`config.mk`:
```
export PLATFORM = sky130hd
export DESIGN_NAME = uart_frame_tx_flat
export DESIGN_NICKNAME = d
export VERILOG_FILES = /design/src/rtl/mawg_cfg_pkg.sv /design/src/rtl/uart_frame_tx_if.sv /design/src/rtl/uart_tx_byte.sv /design/src/rtl/uart_frame_tx.sv /design/src/flat_wrapper.sv
export SDC_FILE = /design/constraint.sdc
export NUM_CORES = 1
export LEC_CHECK = 0
export CORE_ASPECT_RATIO = 1.75
export CORE_MARGIN = 3
export CORE_UTILIZATION = 41
export DETAILED_ROUTE_END_ITERATION = 16
export PLACE_DENSITY_LB_ADDON = 0.12
export SLEW_MARGIN = 15
export SYNTH_ARGS = -nofsm -noshare
export SYNTH_HDL_FRONTEND = slang
export SYNTH_SLANG_ARGS = --single-unit
```
`constraint.sdc`:
```
create_clock -name clk -period 2.5 [get_ports clk]
set_clock_uncertainty 0.1 [all_clocks]
set_input_delay 0.375 -clock clk [delete_from_list [all_inputs] [get_ports clk]]
set_output_delay 0.375 -clock clk [all_outputs]
set_load 0.05 [all_outputs]
```
`src/rtl/mawg_cfg_pkg.sv`:
```
// Shared config-path definitions: frame geometry, command codes and the
// serializer state encoding used by the UART frame transmitter.
package mawg_cfg_pkg;

  localparam int FRAME_BYTES = 5;
  localparam int FRAME_W     = FRAME_BYTES * 8;

  localparam logic [7:0] CMD_OUT         = 8'd0;
  localparam logic [7:0] CMD_WAVE        = 8'd1;
  localparam logic [7:0] CMD_CTRL        = 8'd2;
  localparam logic [7:0] CMD_CHIRP_REV   = 8'd3;
  localparam logic [7:0] CMD_CHIRP_DELAY = 8'd4;
  localparam logic [7:0] CMD_CHIRP_MIN   = 8'd5;
  localparam logic [7:0] CMD_CHIRP_MAX   = 8'd6;
  localparam logic [7:0] CMD_CHIRP_DIV   = 8'd7;
  localparam logic [7:0] CMD_CHIRP_INC   = 8'd8;
  localparam logic [7:0] CMD_PULSE_DUTY  = 8'd9;
  localparam logic [7:0] CMD_FM_CTR      = 8'd10;
  localparam logic [7:0] CMD_FM_DEV      = 8'd11;
  localparam logic [7:0] CMD_FM_DEMOD    = 8'd12;
  localparam logic [7:0] CMD_CLEAR_ALL   = 8'd15;

  typedef enum logic [2:0] {
    TX_IDLE  = 3'd0,
    TX_START = 3'd1,
    TX_DATA  = 3'd2,
    TX_STOP  = 3'd3,
    TX_GAP   = 3'd4
  } tx_state_e;

  typedef enum logic [0:0] {
    FR_IDLE = 1'b0,
    FR_BUSY = 1'b1
  } frame_state_e;

  // Rotation keeps every latched bit live; the byte after the current one sits in [31:24].
  function automatic logic [FRAME_W-1:0] frame_rotate(input logic [FRAME_W-1:0] frame);
    return {frame[FRAME_W-9:0], frame[FRAME_W-1:FRAME_W-8]};
  endfunction

endpackage

```
`src/rtl/uart_frame_tx_if.sv`:
```
// Host-side request/completion handshake of the UART frame transmitter.
interface uart_frame_tx_if;

  logic        start;
  logic [7:0]  cmd;
  logic [31:0] payload;
  logic        ready;
  logic        done;

  modport master (
    output start,
    output cmd,
    output payload,
    input  ready,
    input  done
  );

  modport slave (
    input  start,
    input  cmd,
    input  payload,
    output ready,
    output done
  );

endinterface

```
`src/rtl/uart_tx_byte.sv`:
```
// Serializes one byte as start, 8 data bits LSB first, stop and GAP_BITS idle
// periods; byte_done marks the last cycle so the next byte can follow seamlessly.
module uart_tx_byte
  import mawg_cfg_pkg::*;
#(
  parameter int CLKS_PER_BIT = 8,
  parameter int GAP_BITS     = 1
) (
  input  logic       clk,
  input  logic       rst,
  input  logic       byte_start,
  input  logic [7:0] byte_data,
  output logic       byte_done,
  output logic       tx
);

  localparam logic [15:0] BAUD_LAST = 16'(CLKS_PER_BIT - 32'sd1);
  localparam logic [3:0]  GAP_LAST  = (GAP_BITS > 32'sd0) ? 4'(GAP_BITS - 32'sd1) : 4'd0;

  tx_state_e   state_r, state_s;
  logic [15:0] baud_r, baud_s;
  logic [2:0]  bit_r, bit_s;
  logic [3:0]  gap_r, gap_s;
  logic [7:0]  data_r, data_s;
  logic        tx_r, tx_s;
  logic        baud_end_s;
  logic        byte_end_s;

  assign baud_end_s = (baud_r == BAUD_LAST);
  assign byte_done  = byte_end_s;
  assign tx         = tx_r;

  // Next-state, counter and line-level decode for the byte serializer.
  always_comb begin
    state_s    = state_r;
    baud_s     = 16'd0;
    bit_s      = bit_r;
    gap_s      = gap_r;
    data_s     = data_r;
    tx_s       = tx_r;
    byte_end_s = 1'b0;

    if ((state_r != TX_IDLE) && !baud_end_s) begin
      baud_s = baud_r + 16'd1;
    end else begin
      baud_s = 16'd0;
    end

    case (state_r)
      TX_IDLE: begin
        tx_s = 1'b1;
      end
      TX_START: begin
        if (baud_end_s) begin
          state_s = TX_DATA;
          bit_s   = 3'd0;
          tx_s    = data_r[0];
        end else begin
          tx_s = 1'b0;
        end
      end
      TX_DATA: begin
        if (baud_end_s) begin
          if (bit_r == 3'd7) begin
            state_s = TX_STOP;
            tx_s    = 1'b1;
          end else begin
            bit_s  = bit_r + 3'd1;
            data_s = {1'b0, data_r[7:1]};
            tx_s   = data_r[1];
          end
        end else begin
          tx_s = tx_r;
        end
      end
      TX_STOP: begin
        if (baud_end_s) begin
          if (GAP_BITS == 32'sd0) begin
            byte_end_s = 1'b1;
          end else begin
            state_s = TX_GAP;
            gap_s   = 4'd0;
          end
        end else begin
          tx_s = 1'b1;
        end
      end
      TX_GAP: begin
        if (baud_end_s) begin
          if (gap_r == GAP_LAST) begin
            byte_end_s = 1'b1;
          end else begin
            gap_s = gap_r + 4'd1;
          end
        end else begin
          tx_s = 1'b1;
        end
      end
      default: begin
        state_s = TX_IDLE;
        tx_s    = 1'b1;
      end
    endcase

    // A new byte may load from idle or directly on the last cycle of the previous one.
    if (byte_start && ((state_r == TX_IDLE) || byte_end_s)) begin
      state_s = TX_START;
      baud_s  = 16'd0;
      bit_s   = 3'd0;
      gap_s   = 4'd0;
      data_s  = byte_data;
      tx_s    = 1'b0;
    end else if (byte_end_s) begin
      state_s = TX_IDLE;
      baud_s  = 16'd0;
      tx_s    = 1'b1;
    end else begin
      state_s = state_s;
    end
  end

  // Serializer state, counters and registered line output.
  always_ff @(posedge clk or negedge rst) begin
    if (!rst) begin
      state_r <= TX_IDLE;
      baud_r  <= 16'd0;
      bit_r   <= 3'd0;
      gap_r   <= 4'd0;
      data_r  <= 8'd0;
      tx_r    <= 1'b1;
    end else begin
      state_r <= state_s;
      baud_r  <= baud_s;
      bit_r   <= bit_s;
      gap_r   <= gap_s;
      data_r  <= data_s;
      tx_r    <= tx_s;
    end
  end

endmodule

```
`src/rtl/uart_frame_tx.sv`:
```
// Sends a 5-byte config frame (cmd, then payload MSB first) over UART and
// reports frame-level ready/done to the host.
module uart_frame_tx
  import mawg_cfg_pkg::*;
#(
  parameter int CLKS_PER_BIT = 8,
  parameter int GAP_BITS     = 1
) (
  input  logic           clk,
  input  logic           rst,
  uart_frame_tx_if.slave bus,
  output logic           TX
);

  localparam logic [2:0] LAST_BYTE = 3'(FRAME_BYTES - 32'sd1);

  frame_state_e       state_r, state_s;
  logic [FRAME_W-1:0] shift_r, shift_s;
  logic [2:0]         idx_r, idx_s;
  logic               ready_r, ready_s;
  logic               done_r, done_s;
  logic               byte_start_s;
  logic [7:0]         byte_data_s;
  logic               byte_done_s;

  assign bus.ready = ready_r;
  assign bus.done  = done_r;

  // Frame sequencing: accept, feed bytes in order, flag completion after the last one.
  always_comb begin
    state_s      = state_r;
    shift_s      = shift_r;
    idx_s        = idx_r;
    byte_start_s = 1'b0;
    byte_data_s  = 8'h00;
    done_s       = 1'b0;

    case (state_r)
      FR_IDLE: begin
        if (bus.start && ready_r) begin
          state_s      = FR_BUSY;
          shift_s      = {bus.cmd, bus.payload};
          idx_s        = 3'd0;
          byte_start_s = 1'b1;
          byte_data_s  = bus.cmd;
        end else begin
          idx_s = 3'd0;
        end
      end
      FR_BUSY: begin
        if (byte_done_s) begin
          if (idx_r == LAST_BYTE) begin
            state_s = FR_IDLE;
            done_s  = 1'b1;
          end else begin
            idx_s        = idx_r + 3'd1;
            byte_start_s = 1'b1;
            byte_data_s  = shift_r[31:24];
            shift_s      = frame_rotate(shift_r);
          end
        end else begin
          shift_s = shift_r;
        end
      end
      default: begin
        state_s = FR_IDLE;
      end
    endcase

    ready_s = (state_s == FR_IDLE);
  end

  // Frame state, latched data and registered host outputs.
  always_ff @(posedge clk or negedge rst) begin
    if (!rst) begin
      state_r <= FR_IDLE;
      shift_r <= {FRAME_W{1'b0}};
      idx_r   <= 3'd0;
      ready_r <= 1'b1;
      done_r  <= 1'b0;
    end else begin
      state_r <= state_s;
      shift_r <= shift_s;
      idx_r   <= idx_s;
      ready_r <= ready_s;
      done_r  <= done_s;
    end
  end

  uart_tx_byte #(
    .CLKS_PER_BIT (CLKS_PER_BIT),
    .GAP_BITS     (GAP_BITS)
  ) u_byte (
    .clk        (clk),
    .rst        (rst),
    .byte_start (byte_start_s),
    .byte_data  (byte_data_s),
    .byte_done  (byte_done_s),
    .tx         (TX)
  );

endmodule

```
`src/flat_wrapper.sv`:
```
// flat-port wrapper written by rule: the top's interface ports become plain ports
module uart_frame_tx_flat import mawg_cfg_pkg::*;
#(
  parameter int CLKS_PER_BIT = 8,
  parameter int GAP_BITS     = 1
)
  (clk, rst, TX, bus_start, bus_cmd, bus_payload, bus_ready, bus_done);
  uart_frame_tx_if bus_i ();
  input  logic clk;
  input  logic rst;
  output logic TX;
  input wire logic [$bits(bus_i.start)-1:0] bus_start;
  input wire logic [$bits(bus_i.cmd)-1:0] bus_cmd;
  input wire logic [$bits(bus_i.payload)-1:0] bus_payload;
  output wire logic [$bits(bus_i.ready)-1:0] bus_ready;
  output wire logic [$bits(bus_i.done)-1:0] bus_done;
  assign bus_i.start = bus_start;
  assign bus_i.cmd = bus_cmd;
  assign bus_i.payload = bus_payload;
  assign bus_ready = bus_i.ready;
  assign bus_done = bus_i.done;
  uart_frame_tx #(.CLKS_PER_BIT(CLKS_PER_BIT), .GAP_BITS(GAP_BITS)) u_core (.clk(clk), .rst(rst), .bus(bus_i), .TX(TX));
endmodule
```
=== Word-level counts from Yosys, hierarchy flattened ===
Index checks and enable logic that the tools add are counted.

* Bits in registers: 81
* Latch bits: 0
* Bits in writable memories: 0
* Memory bits (read-only): 0
* Input port bits: 43
* Output and inout port bits: 3
* Logic and storage cells: 115
* Memories kept: 0

* $add $sub $neg: 4
* Multiply operators: 0
* Div/mod/pow operators: 0
* Order comparisons: 0
* Equality and inequality tests: 23
* Shift-type cells: 0
* Mux-type cells: 54
* Bitwise operators: 2
* Reductions and logical operators: 21

{| class="wikitable"
|+ Operator list
! operator !! number
|-
| 2-to-1 mux 40 bit || 3
|-
| one-hot mux 40 bit (2 select lines) || 1
|-
| 2-to-1 mux 8 bit || 7
|-
| 2-to-1 mux 16 bit || 3
|-
| 2-to-1 mux 3 bit || 12
|-
| inequality test 3 bit, second input constant || 6
|-
| adder 16 x 1 -> 16 bit, second input constant || 1
|-
| equality test 16 x 3 -> 1 bit, second input constant || 1
|-
| 2-to-1 mux 1 bit || 16
|-
| 2-to-1 mux 4 bit || 4
|-
| inequality test 4 x 3 -> 1 bit, second input constant || 4
|-
| one-hot mux 8 bit (2 select lines) || 1
|-
| one-hot mux 3 bit (2 select lines) || 2
|-
| one-hot mux 3 bit (4 select lines) || 1
|-
| equality test 3 bit, second input constant || 3
|-
| nonzero test 3 bit || 3
|-
| one-hot mux 4 bit (2 select lines) || 1
|-
| AND reduction 4 bit || 2
|-
| adder 3 x 1 -> 3 bit, second input constant || 2
|-
| equality test 3 x 2 -> 1 bit, second input constant || 2
|-
| AND reduction 3 bit || 2
|-
| AND reduction 5 bit || 1
|-
| adder 4 x 1 -> 4 bit, second input constant || 1
|-
| logical NOT 4 bit || 1
|-
| other kinds (15) || 24
|}

=== Longest topological paths before layout ===
* Depth after elaboration: 9
* Depth in mapped cells: 9
* Depth with buffers taken out: 7

=== Hierarchy ===
Synthesis repeated with hierarchy kept, for this count alone.

* Cell total of the unflattened synthesis: 373
* Area total of the unflattened synthesis: 4307.9 um2

{| class="wikitable"
|+ Modules (own cells, without submodules)
! module !! instances !! cells an instance !! area an instance (um2) !! sequential area each (um2)
|-
| uart_frame_tx || 1 || 173 || 2379.8 || 1152.4
|-
| uart_tx_byte || 1 || 200 || 1928.1 || 877.1
|}

=== Worst setup path after synthesis ===
Ideal clock, no wire load.

* Path type: register to register
* Start point: reg u_core.u_byte.baud_r[0]
* End point: reg u_core.u_byte.data_r[5]
* Setup time: 0.079 ns
* Arrival: 2.054 ns
* Required time: 2.321 ns
* Slack: 0.266 ns
* Cell stages (with the launch flop): 9
* Path buffers: 2
* Clock period less this slack: 2.234 ns
* Path through: dfrtp_1 -> ha_1 -> and4bb_1 -> nand4_2 -> o32ai_4 -> o21a_1 -> buf_6 -> buf_6 -> mux2i_1

* Longest elaborated chain between the ends: 8
* Elaborated cells on any way between the ends: 14
* Classes of those cells: eq/ne (2); mux (7); reduce/logical (5)

{| class="wikitable"
|+ Ends and longest elaborated chain
! element !! RTL line !! source
|-
| from (decl) || uart_tx_byte.sv:21 || <nowiki>logic [15:0] baud_r, baud_s;</nowiki>
|-
| from (signal assigned) || uart_tx_byte.sv:133 || <nowiki>baud_r <= baud_s;</nowiki>
|-
| equality test 16 x 3 -> 1 bit (*) || uart_tx_byte.sv:29 || <nowiki>assign baud_end_s = (baud_r == BAUD_LAST);</nowiki>
|-
| 2-to-1 mux 1 bit || uart_tx_byte.sv:89 || <nowiki>if (baud_end_s) begin</nowiki>
|-
| 2-to-1 mux 1 bit || uart_tx_byte.sv:49 || <nowiki>case (state_r)</nowiki>
|-
| 2-to-1 mux 1 bit || uart_frame_tx.sv:51 || <nowiki>if (byte_done_s) begin</nowiki>
|-
| one-hot mux 1 bit (2 select lines) || uart_frame_tx.sv:38 || <nowiki>case (state_r)</nowiki>
|-
| logical AND 1 bit || uart_tx_byte.sv:106 || <nowiki>if (byte_start && ((state_r == TX_IDLE) || byte_end_s)) begin</nowiki>
|-
| inequality test 2 x 1 -> 1 bit (no line) or nonzero test 2 bit (tied branches) || n/a ||
|-
| AND reduction 3 bit (no line) || n/a ||
|-
| to (signal assigned) || uart_tx_byte.sv:136 || <nowiki>data_r <= data_s;</nowiki>
|-
| to (decl) || uart_tx_byte.sv:24 || <nowiki>logic [7:0] data_r, data_s;</nowiki>
|}

Every way passes the cells marked *; elsewhere a longest branch is shown, timed or not.
A chain may end at the register's enable or synchronous reset.

=== Final worst setup path ===
* Start point: reg u_core.u_byte.baud_r[0]
* End point: reg u_core.u_byte.gap_r[2]

* Longest elaborated chain between the ends: 8
* Elaborated cells on any way between the ends: 13
* Classes of those cells: eq/ne (4); mux (5); reduce/logical (4)

{| class="wikitable"
|+ Ends and longest elaborated chain
! element !! RTL line !! source
|-
| equality test 16 x 3 -> 1 bit (*) || uart_tx_byte.sv:29 ||
|-
| 2-to-1 mux 1 bit || uart_tx_byte.sv:89 ||
|-
| 2-to-1 mux 1 bit || uart_tx_byte.sv:49 ||
|-
| 2-to-1 mux 1 bit || uart_frame_tx.sv:51 ||
|-
| one-hot mux 1 bit (2 select lines) || uart_frame_tx.sv:38 ||
|-
| logical AND 1 bit || uart_tx_byte.sv:106 ||
|-
| inequality test 3 bit (no line) or nonzero test 3 bit (tied branches) || n/a ||
|-
| AND reduction 4 bit (no line) || n/a ||
|-
| to (signal assigned) || uart_tx_byte.sv:135 || <nowiki>gap_r <= gap_s;</nowiki>
|-
| to (decl) || uart_tx_byte.sv:23 || <nowiki>logic [3:0] gap_r, gap_s;</nowiki>
|}

Marks and branches as above.

==> metrics <==
achievable frequency=0.447 GHz; crit share post-route=89.5%; Core ar.=0.00927 mm2; Max Cap Viol=0; Worst Reg-to-Reg Cells=6; CP Depth=6; Initial Util=42.9%; simple-gate share of the synthesized area=16.5%; Routed Antenna Nets=0; met1 global-route usage=20.7%; Worst path top cell family by delay=simple AND/OR/NAND/NOR gates; GR Util All Layers=18.5%; Slew Viols, Final=0; commonest non-fill, non-tap cell in the layout=dfrtp_1; dpl ws=0.287 ns; initial DRC count=115; cts repair resizes=0; clk_lat worst skew=0.34 ns; cts hold-fix bufs=1; final setup margin=0.262 ns; Power Total=4370 uW; Compound-Gate Fraction of Synth Area=10.7%; CP Launch Type=flop; #FFs+latches synth=81; Leak=0.00224 uW; total gr overflow=0; nets@finish=485; Vias=2938; antenna violations before repair=0; Worst Tran Pin Value=0.645 ns; met3 usage=4.64%; CTS max path bufs=2; H-tree levels=3; post-CTS setup buffer count=0; HPWL Detailed=6700 um; IO Count=46; unrepaired setup endpoints after global routing=no; Synth warnings=0; Mean Syn Cell Area=10.3 um2; Post-Synth XOR/XNOR Area=3.53%; DR WL/cell=16.3 um; CTS tree=done; Worst Hold Depth=1; Unique masters post-synth=42; DP Area=0.00460 mm2; Crit path largest cell delay=0.48 ns; Mapped Nets=435; crit-path max FO=11; critical setup path kind=flop to flop; Final Wtd Congestion=0.775; DRT Pass-1 Iters=6; Finished Cell Area=0.00489 mm2; cells along the critical path=ha_1 > and4bb_1 > and4_1 > nand3_1 > or3b_2 > a21oi_1; total negative setup slack=0 ns; largest net degree at the start of global routing=73; Critical Path End Type=flop; Crit-path slowest cell=or3b_2; Final Setup Violations=0; relative slew slack=57.0%; met2 global-route usage=34.0%; Max VDD drop=0.000444 V; DIE WIDTH=80.4 um; cell area power density=893 mW/mm2; clock slew at reported path FFs=0.07 ns; Post-Synthesis Cells=385; largest family of logic cells by synthesized area=simple AND/OR/NAND/NOR gates; CP required=2.67 ns; Sink Count=81; routed wire length=9150 um; Diodes inserted=0; area delta synth->final=23.2%; final hold vios=0; die area=0.0109 mm2; Crit path arrival time=2.41 ns; drt drc=0; status=finished clean; Min-Delay Path Class=flop to flop; Adder-Cell Fraction of Synth Area=2.21%; Most Crowded Layer GR=met2; Cell Rows=46; share of cells above drive strength 1=10.5%; multiplexer area fraction after synthesis=12.1%; most frequent cells in the layout=dfrtp_1, nor2_1, mux2i_1; die extent in y=136 um; vias in the first global route=3024; worst path bufs/invs=0; sequential-to-total area share from yosys stat=51.1%; DR vias/cell=5.25; Post-Route Utilization=52.8%; CTS Buf Count=9; wire length of the first global-routing pass=15300 um; clock root buffer=clkbuf_16; min Tclk post-route=2.24 ns; number of port buffers=45; Mapped Area=0.00397 mm2
logic make-up after synthesis:
| logic type | count (synthesis) |
|---|---|
| AOI/OAI and AO/OA | 74 |
| buffers and inverters | 35 |
| and+or+nand+nor | 124 |
| muxes | 48 |
| DFF | 81 |
| xor gates and xnor gates | 16 |
| adders and majority gates | 7 |
final cells by class:
| cell class | instances | area [um2] |
|---|---|---|
| repair buffers | 59 | 581 |
| clock inverters | 7 | 61.3 |
| well taps | 120 | 150 |
| inverters | 15 | 56.3 |
| fillers | 862 | 4370 |
| multi-input cells | 269 | 1790 |
| clock buffers | 9 | 225 |
| flip-flops and latches | 81 | 2030 |
report_power, final:
part / internal, uW / total (uW) / switching [uW]
Combinational: 484 / 1050 / 571
Clock: 692 / 1280 / 588
Sequential: 1740 / 2030 / 298
final timing paths:
check	startpoint	end	slack [ns]
max	u_core.u_byte.baud_r[0]	u_core.u_byte.gap_r[2]	0.26
min	u_core.u_byte.baud_r[0]	u_core.u_byte.baud_r[0]	0.42
max reg2reg	u_core.u_byte.baud_r[0]	u_core.u_byte.gap_r[2]	0.26
min reg2reg	u_core.u_byte.baud_r[0]	u_core.u_byte.baud_r[0]	0.42
max in group asynchronous	rst	u_core.u_byte.bit_r[2]	1.17
min in group asynchronous	rst	u_core.u_byte.baud_r[9]	0.51
registers in the layout, indices dropped and copies added (netlist names):
signal / cells
u_core.shift_r: 40
u_core.u_byte.baud_r: 16
u_core.u_byte.data_r: 8
u_core.u_byte.gap_r: 4
u_core.idx_r: 3
u_core.u_byte.bit_r: 3
u_core.u_byte.state_r: 3
u_core.bus.done: 1
u_core.bus.ready: 1
u_core.state_r: 1
u_core.u_byte.tx: 1
synthesized netlist by cell type:
cell      number  area, um2
a21oi_1       44        220
and4_1         4       35.0
dfstp_2        2       52.6
and2_1         3       18.8
o32ai_4        1       27.5
a21boi_0       1       7.51
nand3_1       12       60.1
or2_1          1       6.26
inv_1         15       56.3
nand4_2        1       12.5
a211oi_1       1       7.51
and3_1         4       25.0
o21ai_0       15       75.1
nand3_2        1       10.0
a221oi_1       1       8.76
and3b_1        1       8.76
buf_2          5       25.0
or3b_2         3       26.3
o22ai_1        1       6.26
or2_2          2       12.5
nand2b_1       2       12.5
nor2_1        57        214
nand4b_1       4       35.0
nor4_2         3       37.5
nand4_1        5       31.3
buf_6          2       22.5
and4bb_1       1       12.5
xnor2_1        4       35.0
buf_1          1       3.75
nor3_1         2       10.0
nand2_1       14       52.6
o21a_1         1       7.51
ha_1           7       87.6
clkbuf_1      12       45.0
mux2i_1       48        480
xor2_1        12        105
nor3_2         1       10.0
nor3b_2        1       12.5
a22oi_1        7       52.6
dfrtp_1       79       1980
or3_1          2       12.5
a31oi_1        2       12.5
through the flow:
stage                     hold slack (ns)  instances
after floorplan                   -0.0206        385
after global placement              0.352        543
after detailed placement            0.356        543
after CTS                           0.418        560
after global routing                0.449        560
final                               0.419        560
layer usage:
| metal | share of wire, % | vias up |
|---|---|---|
| li1 | - | 1447 |
| met1 | 40 | 1412 |
| met3 | 3.4 | 13 |
| met2 | 56 | 66 |
| met5 | 0 | - |
| met4 | 1.5 | 0 |
Power figures use the tool's default switching activity.
